[config.mk]
export PLATFORM = sky130hd
export DESIGN_NAME = bep_frame_controller
export DESIGN_NICKNAME = d
export VERILOG_FILES = /design/src/rtl/bep_frame_controller.sv
export SDC_FILE = /design/constraint.sdc
export NUM_CORES = 1
export LEC_CHECK = 0
export ABC_AREA = 1
export BUFFER_PORTS_ARGS = -buffer_cell sky130_fd_sc_hd__buf_2
export CORE_MARGIN = 1.5
export CORE_UTILIZATION = 37
export DETAILED_ROUTE_END_ITERATION = 8
export GPL_TIMING_DRIVEN = 0
export PLACE_DENSITY = 0.59
export SETUP_SLACK_MARGIN = 0.4
export SYNTH_ARGS = -nofsm -noshare
export SYNTH_HDL_FRONTEND = slang
export SYNTH_SLANG_ARGS = --single-unit
[constraint.sdc]
create_clock -name clock -period 1.6 [get_ports clock]
set_input_delay 0.4 -clock clock [delete_from_list [all_inputs] [get_ports clock]]
set_output_delay 0.4 -clock clock [all_outputs]
set_load 0.03 [all_outputs]
[src/rtl/bep_frame_controller.sv]
// Frame controller for a Manchester bit-stream: hunts for a sync word, decodes the
// address/length header and delivers payload bytes through a valid/ready handshake.
module bep_frame_controller #(
  parameter logic [7:0]  SYNC_WORD      = 8'hD5,
  parameter int unsigned TIMEOUT_CYCLES = 255
) (
  input  logic       clock,
  input  logic       reset,
  input  logic       enable,
  input  logic       bit_strobe,
  input  logic       bit_data,
  input  logic [3:0] address,
  input  logic       byte_ready,
  output logic [7:0] byte_data,
  output logic       byte_valid,
  output logic [3:0] byte_index,
  output logic       frame_active,
  output logic       frame_done,
  output logic       frame_error,
  output logic [1:0] error_code
);

  localparam int TW = $clog2(TIMEOUT_CYCLES + 1);
  localparam logic [TW-1:0] TMAX = TW'(TIMEOUT_CYCLES);

  typedef enum logic [1:0] {
    ST_HUNT    = 2'd0,
    ST_HEADER  = 2'd1,
    ST_PAYLOAD = 2'd2,
    ST_SKIP    = 2'd3
  } state_t;

  state_t          r_state;
  state_t          w_state_nxt;
  logic [7:0]      r_shift;
  logic [2:0]      r_bit_cnt;
  logic [3:0]      r_byte_cnt;
  logic [3:0]      r_len;
  logic [TW-1:0]   r_timer;
  logic [7:0]      r_byte_data;
  logic            r_byte_valid;
  logic [3:0]      r_byte_index;
  logic            r_frame_active;
  logic            r_frame_done;
  logic            r_frame_error;
  logic [1:0]      r_error_code;

  logic            w_stb;
  logic [7:0]      w_shift_nxt;
  logic            w_byte_end;
  logic            w_sync_hit;
  logic            w_hdr_match;
  logic            w_hdr_empty;
  logic            w_last_byte;
  logic            w_overrun;
  logic            w_accept;
  logic [TW-1:0]   w_timer_inc;
  logic            w_timeout;
  logic            w_load;
  logic            w_done;
  logic            w_err;
  logic [1:0]      w_code_nxt;

  assign w_stb       = enable & bit_strobe;
  assign w_shift_nxt = {r_shift[6:0], bit_data};
  assign w_byte_end  = w_stb & (r_bit_cnt == 3'd7);
  assign w_sync_hit  = (r_state == ST_HUNT) & w_stb & (w_shift_nxt == SYNC_WORD);
  assign w_hdr_match = (w_shift_nxt[7:4] == address);
  assign w_hdr_empty = (w_shift_nxt[3:0] == 4'd0);
  assign w_last_byte = (r_byte_cnt == (r_len - 4'd1));
  assign w_overrun   = r_byte_valid & ~byte_ready;
  assign w_accept    = enable & r_byte_valid & byte_ready;
  assign w_timer_inc = r_timer + TW'(1);
  // Idle cycles only count inside a frame; a strobe in the same cycle always wins.
  assign w_timeout   = enable & ~bit_strobe & (r_state != ST_HUNT) & (w_timer_inc == TMAX);

  // State register
  always_ff @(posedge clock or posedge reset) begin
    if (reset) begin
      r_state <= ST_HUNT;
    end else begin
      r_state <= w_state_nxt;
    end
  end

  // Next-state decode
  always_comb begin
    w_state_nxt = r_state;
    case (r_state)
      ST_HUNT: begin
        if (w_sync_hit) w_state_nxt = ST_HEADER;
        else            w_state_nxt = ST_HUNT;
      end
      ST_HEADER: begin
        if (w_timeout)                     w_state_nxt = ST_HUNT;
        else if (w_byte_end && w_hdr_empty) w_state_nxt = ST_HUNT;
        else if (w_byte_end && w_hdr_match) w_state_nxt = ST_PAYLOAD;
        else if (w_byte_end)                w_state_nxt = ST_SKIP;
        else                                w_state_nxt = ST_HEADER;
      end
      ST_PAYLOAD: begin
        if (w_timeout)                                  w_state_nxt = ST_HUNT;
        else if (w_byte_end && (w_overrun || w_last_byte)) w_state_nxt = ST_HUNT;
        else                                            w_state_nxt = ST_PAYLOAD;
      end
      ST_SKIP: begin
        if (w_timeout)                      w_state_nxt = ST_HUNT;
        else if (w_byte_end && w_last_byte) w_state_nxt = ST_HUNT;
        else                                w_state_nxt = ST_SKIP;
      end
      default: w_state_nxt = ST_HUNT;
    endcase
  end

  // Output/event decode
  always_comb begin
    w_load     = 1'b0;
    w_done     = 1'b0;
    w_err      = 1'b0;
    w_code_nxt = r_error_code;
    case (r_state)
      ST_HUNT: begin
        if (w_sync_hit) w_code_nxt = 2'b00;
        else            w_code_nxt = r_error_code;
      end
      ST_HEADER: begin
        if (w_timeout) begin
          w_err      = 1'b1;
          w_code_nxt = 2'b01;
        end else if (w_byte_end && w_hdr_empty) begin
          w_done = w_hdr_match;
        end else begin
          w_done = 1'b0;
        end
      end
      ST_PAYLOAD: begin
        if (w_timeout) begin
          w_err      = 1'b1;
          w_code_nxt = 2'b01;
        end else if (w_byte_end && w_overrun) begin
          w_err      = 1'b1;
          w_code_nxt = 2'b10;
        end else if (w_byte_end) begin
          w_load = 1'b1;
          w_done = w_last_byte;
        end else begin
          w_load = 1'b0;
        end
      end
      ST_SKIP: begin
        if (w_timeout) begin
          w_err      = 1'b1;
          w_code_nxt = 2'b01;
        end else begin
          w_err = 1'b0;
        end
      end
      default: w_err = 1'b0;
    endcase
  end

  // Datapath, counters and registered outputs; enable low freezes everything but pulses
  always_ff @(posedge clock or posedge reset) begin
    if (reset) begin
      r_shift        <= 8'h00;
      r_bit_cnt      <= 3'd0;
      r_byte_cnt     <= 4'd0;
      r_len          <= 4'd0;
      r_timer        <= '0;
      r_byte_data    <= 8'h00;
      r_byte_valid   <= 1'b0;
      r_byte_index   <= 4'd0;
      r_frame_active <= 1'b0;
      r_frame_done   <= 1'b0;
      r_frame_error  <= 1'b0;
      r_error_code   <= 2'b00;
    end else begin
      r_frame_done   <= w_done;
      r_frame_error  <= w_err;
      r_error_code   <= w_code_nxt;
      r_frame_active <= (w_state_nxt != ST_HUNT);
      if (enable) begin
        if (w_stb) r_shift <= w_shift_nxt;
        else       r_shift <= r_shift;

        if (w_sync_hit)                         r_bit_cnt <= 3'd0;
        else if (w_stb && r_state != ST_HUNT)   r_bit_cnt <= r_bit_cnt + 3'd1;
        else                                    r_bit_cnt <= r_bit_cnt;

        if (w_stb || w_timeout || r_state == ST_HUNT) r_timer <= '0;
        else                                          r_timer <= w_timer_inc;

        if (w_sync_hit) begin
          r_byte_cnt <= 4'd0;
        end else if (w_byte_end && r_state == ST_HEADER) begin
          r_byte_cnt <= 4'd0;
          r_len      <= w_shift_nxt[3:0];
        end else if (w_byte_end && (r_state == ST_PAYLOAD || r_state == ST_SKIP)) begin
          r_byte_cnt <= r_byte_cnt + 4'd1;
        end else begin
          r_byte_cnt <= r_byte_cnt;
        end

        // A load in the same cycle as an accept replaces the old byte seamlessly.
        if (w_load) begin
          r_byte_data  <= w_shift_nxt;
          r_byte_index <= r_byte_cnt;
          r_byte_valid <= 1'b1;
        end else if (w_accept) begin
          r_byte_valid <= 1'b0;
        end else begin
          r_byte_valid <= r_byte_valid;
        end
      end else begin
        r_shift <= r_shift;
      end
    end
  end

  assign byte_data    = r_byte_data;
  assign byte_valid   = r_byte_valid;
  assign byte_index   = r_byte_index;
  assign frame_active = r_frame_active;
  assign frame_done   = r_frame_done;
  assign frame_error  = r_frame_error;
  assign error_code   = r_error_code;

endmodule

After elaboration in Yosys (flattened, before gate mapping)
Index checks and enable logic that the tools add are counted.
{"block": "classes", "add_sub_neg": 4, "n_eq_ne": 11, "mux": 37, "bitwise_logic": 13, "reduce_logical": 27}
{"cell": "$mux 2", "n": 12}
{"cell": "$eq 8x8->1 const B", "n": 2}
{"cell": "$mux 1", "n": 15}
{"cell": "$mux 4", "n": 3}
{"cell": "$and 1x1->1", "n": 10}
{"cell": "$reduce_and 2->1", "n": 5}
{"cell": "$add 8x1->8 const B", "n": 1}
{"cell": "$eq 4x4->1", "n": 2}
{"cell": "$logic_and 1x1->1", "n": 8}
{"cell": "$mux 8", "n": 1}
{"cell": "$pmux 2 s4", "n": 1}
{"cell": "$reduce_bool 2->1", "n": 4}
{"cell": "$mux 3", "n": 2}
{"cell": "$pmux 2 s3", "n": 1}
{"cell": "$reduce_and 3->1", "n": 2}
{"cell": "$add 4x1->4 const B", "n": 1}
{"cell": "$eq 2x2->1 const B", "n": 2}
{"cell": "$logic_not 4->1", "n": 1}
{"cell": "$logic_or 1x1->1", "n": 4}
{"cell": "$pmux 1 s2", "n": 2}
{"cell": "$sub 4x1->4 const B", "n": 1}
{"cell": "$add 3x1->3 const B", "n": 1}
{"cell": "$eq 3x3->1 const B", "n": 1}
{"cell": "$ne 3x3->1 const B", "n": 1}
{"cell": "other kinds (7)", "n": 9}
{"block": "word_totals", "register_bits": 46, "inputBits": 10, "out_inout_bits": 18, "word_cells": 105}

Logic depth before layout (Yosys ltp)
{"block": "depth", "depth_word": 8, "depth_mapped": 13, "ltp_nobuf": 13}

Least setup slack after synthesis
OpenSTA, ideal clock, no wires.
{"block": "synth_timing", "kind": "reg2reg", "from": "register r_state[0]", "to": "register r_frame_active (netlist: frame_active)", "setup_ns": 0.126, "arrival_ns": 1.533, "t_required_ns": 1.474, "slack_ns": -0.059, "path_stages_with_launch": 13, "n_path_buf": 0, "period_less_slack_ns": 1.659, "cell_sequence": "dfrtp_1 -> inv_1 -> ha_1 -> inv_1 -> nand3b_1 -> nor2_1 -> nand2_1 -> nor2_2 -> nand4_4 -> nand2_4 -> inv_2 -> nand2_1 -> nand3_1"}
{"block": "synth_between", "elab_chain_len": 6, "word_cells_on_any_way": 15, "classes_between": "3 x eq/ne; 5 x mux; 4 x bitwise; 3 x reduce/logical"}
{"item": "start, declared", "line": "33", "rtl": "state_t r_state;"}
{"item": "start signal, assigned", "line": "82", "rtl": "r_state <= w_state_nxt;"}
{"item": "$reduce_bool 2->1 / $logic_not 2->1 (equally long branches)", "line": "75, 67, 89"}
{"item": "$and 1x1->1, on equally long branches (2 in series)", "line": "75, 67"}
{"item": "$mux 2, or another cell as far along", "line": "107", "rtl": "if (w_timeout) w_state_nxt = ST_HUNT;"}
{"item": "$pmux 2 s4 (*)", "line": "89", "rtl": "case (r_state)"}
{"item": "$reduce_bool 2->1 (*)", "line": "181", "rtl": "r_frame_active <= (w_state_nxt != ST_HUNT);"}
{"item": "end signal, assigned", "line": "181"}
{"item": "end, declared", "line": "43", "rtl": "logic r_frame_active;"}
Mark *: on every way between the ends. The rest lies on a longest branch, timed or not.
A chain may end at the register's enable or synchronous reset.

Worst setup path after layout
{"block": "layout_timing", "from": "register r_timer[0]", "to": "register r_frame_active (netlist: frame_active)"}
{"block": "layout_between", "elab_chain_len": 6, "word_cells_on_any_way": 8, "classes_between": "1 x add/sub; 1 x eq/ne; 4 x mux; 1 x bitwise; 1 x reduce/logical"}
{"item": "start, declared", "line": "39", "rtl": "logic [TW-1:0] r_timer;"}
{"item": "start signal, assigned", "line": "191", "rtl": "else r_timer <= w_timer_inc;"}
{"item": "$add 8x1->8 (*)", "line": "73", "rtl": "assign w_timer_inc = r_timer + TW'(1);"}
{"item": "$eq 8x8->1 (*)", "line": "75", "rtl": "assign w_timeout = enable & ~bit_strobe & (r_state != ST_HUNT) & (w_timer_inc == TMAX);"}
{"item": "$and 1x1->1 (*)", "line": "75"}
{"item": "$mux 2, on equally long branches", "line": "107, 102, 95"}
{"item": "$pmux 2 s4 (*)", "line": "89"}
{"item": "$reduce_bool 2->1 (*)", "line": "181"}
Marks and branches as above.

==> metrics <==
# IOs 28; slew of the pin with the lowest slew margin approximately 0.99 ns; FF-to-FF path depth 11; Setup crit start kind flip-flop; Die Ht 84.1 µm; maxcap violations 0; grt total ovfl 0; Detail Route Antenna Nets 0; Tcrit/Tclk final 105%; Peak VDD IR 0.374 mV; Clock H-tree levels 2; initial antenna violation count 0; dominant synthesized flop cell dfrtp_1; R2R Path End frame_active; Core ar. 0.00635 mm²; most frequent cells in the layout nand2_1 (62), dfrtp_1 (44), inv_1 (29); final hold violations 0; PwrDens between 600 and 700 mW/mm²; R2R setup slack -0.07 ns; Routed WL about 5700 µm; DR WL/cell ~13 µm; total number of vias roughly 2100; post-synthesis sequential area ratio a little under half; post-synth cell types 30; final net count approximately 390; fraction of layout cells with a size suffix above 1 a little over two fifths; CTS Buffer Depth 2; CP Depth 11; Hold Crit Class in2async; FP Rows 29; top cell type's share of synthesized area 47.3%; endpoints failing setup 25; HPWL after DPL 3640 µm; Sink Count 46; CP Data Required Time around 1.8 ns; CP Capture Type flip-flop; crit-path max FO 6; Post-synth EDFFs 0; crit-path cells inv_2 > ha_2 > nand3b_1 > nor2_2 > nand2_2 > nor2_4 > nand4_4 > nand2_4 > inv_2 > nand2_2 > nand3_2; drt pass-1 iters 4; Die W between 80 and 90 µm; Starting Density a little under two fifths; status finished with violations; critical path class reg2reg; Post-Place Cells 400; Clock Skews between 0.008 and 0.009 ns; P&R area growth vs syn 45.0%; PnR worst setup slack -0.0732 ns; synthesized flop and latch total 46; pin count of the biggest net entering global routing 47; Iter 0 DRT Violations 79; Reg clk slew, reported paths around 0.10 ns; Worst EP arrival roughly 1.9 ns; Area contributors post-synth dfrtp_1 (47%), nand2_1 (13%), inv_1 (5.9%); Ys Warns 0; post-placement cell area roughly 0.0027 mm²; Slew Viols, Final 0; Mapped Area between 0.002 and 0.0025 mm²; commonest non-fill, non-tap cell in the layout nand2_1; final design area excluding fillers approximately 0.0035 mm²; first-pass GRT wire length 9140 µm; Mapped Nets roughly 320; die area between 0.007 and 0.008 mm²; Clock Latency Late Sink slightly above 0.3 ns; CTS tree done; relative max-transition margin approximately 34%; Antenna Cells 0; Final min period 1.67 ns; Port Buf Inserts 27; Post-Synthesis Cells about 300; CP max-delay cell dfrtp_2; RSZ-0062 raised after global routing true; Routability Congestion 0.839; Max Freq 598 MHz; Mapped Avg Cell Area ~8 µm²; Buf/Inv on CP 2; root buffer cell clkbuf_8; vias in the first global route approximately 2000; crit-path leading delay family simple AND/OR/NAND/NOR gates; most area-hungry cell type in the Yosys netlist dfrtp_1; LEAKAGE ~1.7 nW; failing checks negative setup slack; R2R Path Start r_timer[0]; max incr delay on CP approximately 0.45 ns; cts bufs inserted 5; Hold-fix buffers, CTS 0; non-filler cells, final roughly 440; drt drc 0; GR Util All Layers ~16%; Post-synth ARST share 100%; vias per inst 4.79
-- cell families after synthesis --
| kind of cell | synth area share, % |
|---|---|
| AO/OA/AOI/OAI | 8.03 |
| XOR/XNOR | 4.32 |
| adder cells (fa/ha/maj) | 5.15 |
| buffers and inverters | 7.10 |
| flip-flops | 47.3 |
| multiplexers | 0.926 |
| AND/OR/NAND/NOR | 27.1 |
-- repair_timing --
item,4_1_cts,5_1_grt
setup buffers,15,19
gates resized for setup,71,53
setup endpoints to repair,57,57
cloned,1,1
pin swaps,18,30
hold endpoints to repair,0,0
-- state kept, by name, summed over array words and instances (netlist names), 2 cells and up --
register / count
byte_data: 8
r_timer: 8
r_shift: 7
byte_index: 4
r_byte_cnt: 4
r_len: 4
r_bit_cnt: 3
error_code: 2
r_state: 2
-- layout make-up --
type                            count  area, µm²
Buffer                              4       47.5
Timing Repair Buffer               63        564
Clock inverter                      3       25.0
Multi-Input combinational cell    204       1400
Clock buffer                        5       68.8
Tap cell                           77       96.3
Fill cell                         575       2820
Sequential cell                    46       1150
Inverter                           42        169
-- how the worst max path moves through the flow --
stage | from | end | slack, ns
final | r_timer[0] | frame_active | -0.07
after global routing | r_timer[1] | r_timer[4] | -0.21
after CTS | r_timer[0] | frame_active | -0.09
after detailed placement | r_timer[0] | frame_active | -0.19
after global placement | r_timer[0] | frame_active | -0.16
after floorplan | r_timer[0] | frame_active | 0.002
-- stage by stage --
step	setup slack [ns]	power (mW)	setup TNS [ns]	hold slack (ns)	utilization, %
2_1_floorplan	0.00165	1.39	0	0.417	-
3_3_place_gp	-0.165	1.45	-2.58	0.466	43.1
3_5_place_dp	-0.194	1.46	-2.81	0.469	43.1
4_1_cts	-0.0869	2.24	-0.746	0.335	50.5
5_1_grt	-0.207	2.32	-3.86	0.378	55.5
6_report	-0.0732	2.22	-0.871	0.288	55.5
-- metal layers --
metal / vias up / track usage (%) / wire length [µm]
met4: 0 / 7.15 / 106
met2: 31 / 25.5 / 2820
met1: 1012 / 21.6 / 2680
met5: - / 0 / 0
met3: 9 / 3.36 / 132
li1: 1075 / - / -
-- synthesized netlist by cell type (all sizes together), types with 4 or more instances --
cell type and n:
nand2 92, dfrtp 46, inv 42, o21ai 28, nor2 23, nand3 19
ha 10, xor2 8, nand4 6, a21oi 5, clkbuf 4, xnor2 4
-- worst reg2reg max path: stages, from the launching register on --
cell and delay, ns:
dfrtp_2 0.45, inv_2 0.09, ha_2 0.17, nand3b_1 0.08, nor2_2 0.13, nand2_2 0.07, nor2_4 0.10, nand4_4 0.16
nand2_4 0.12, inv_2 0.05, nand2_2 0.06, nand3_2 0.07
-- power breakdown --
group          total [mW]  switching [mW]  internal (mW)
logic               0.214           0.149         0.0647
registers            1.24          0.0424           1.20
clock network       0.756           0.440          0.316
(Power assumes the default switching activity.)
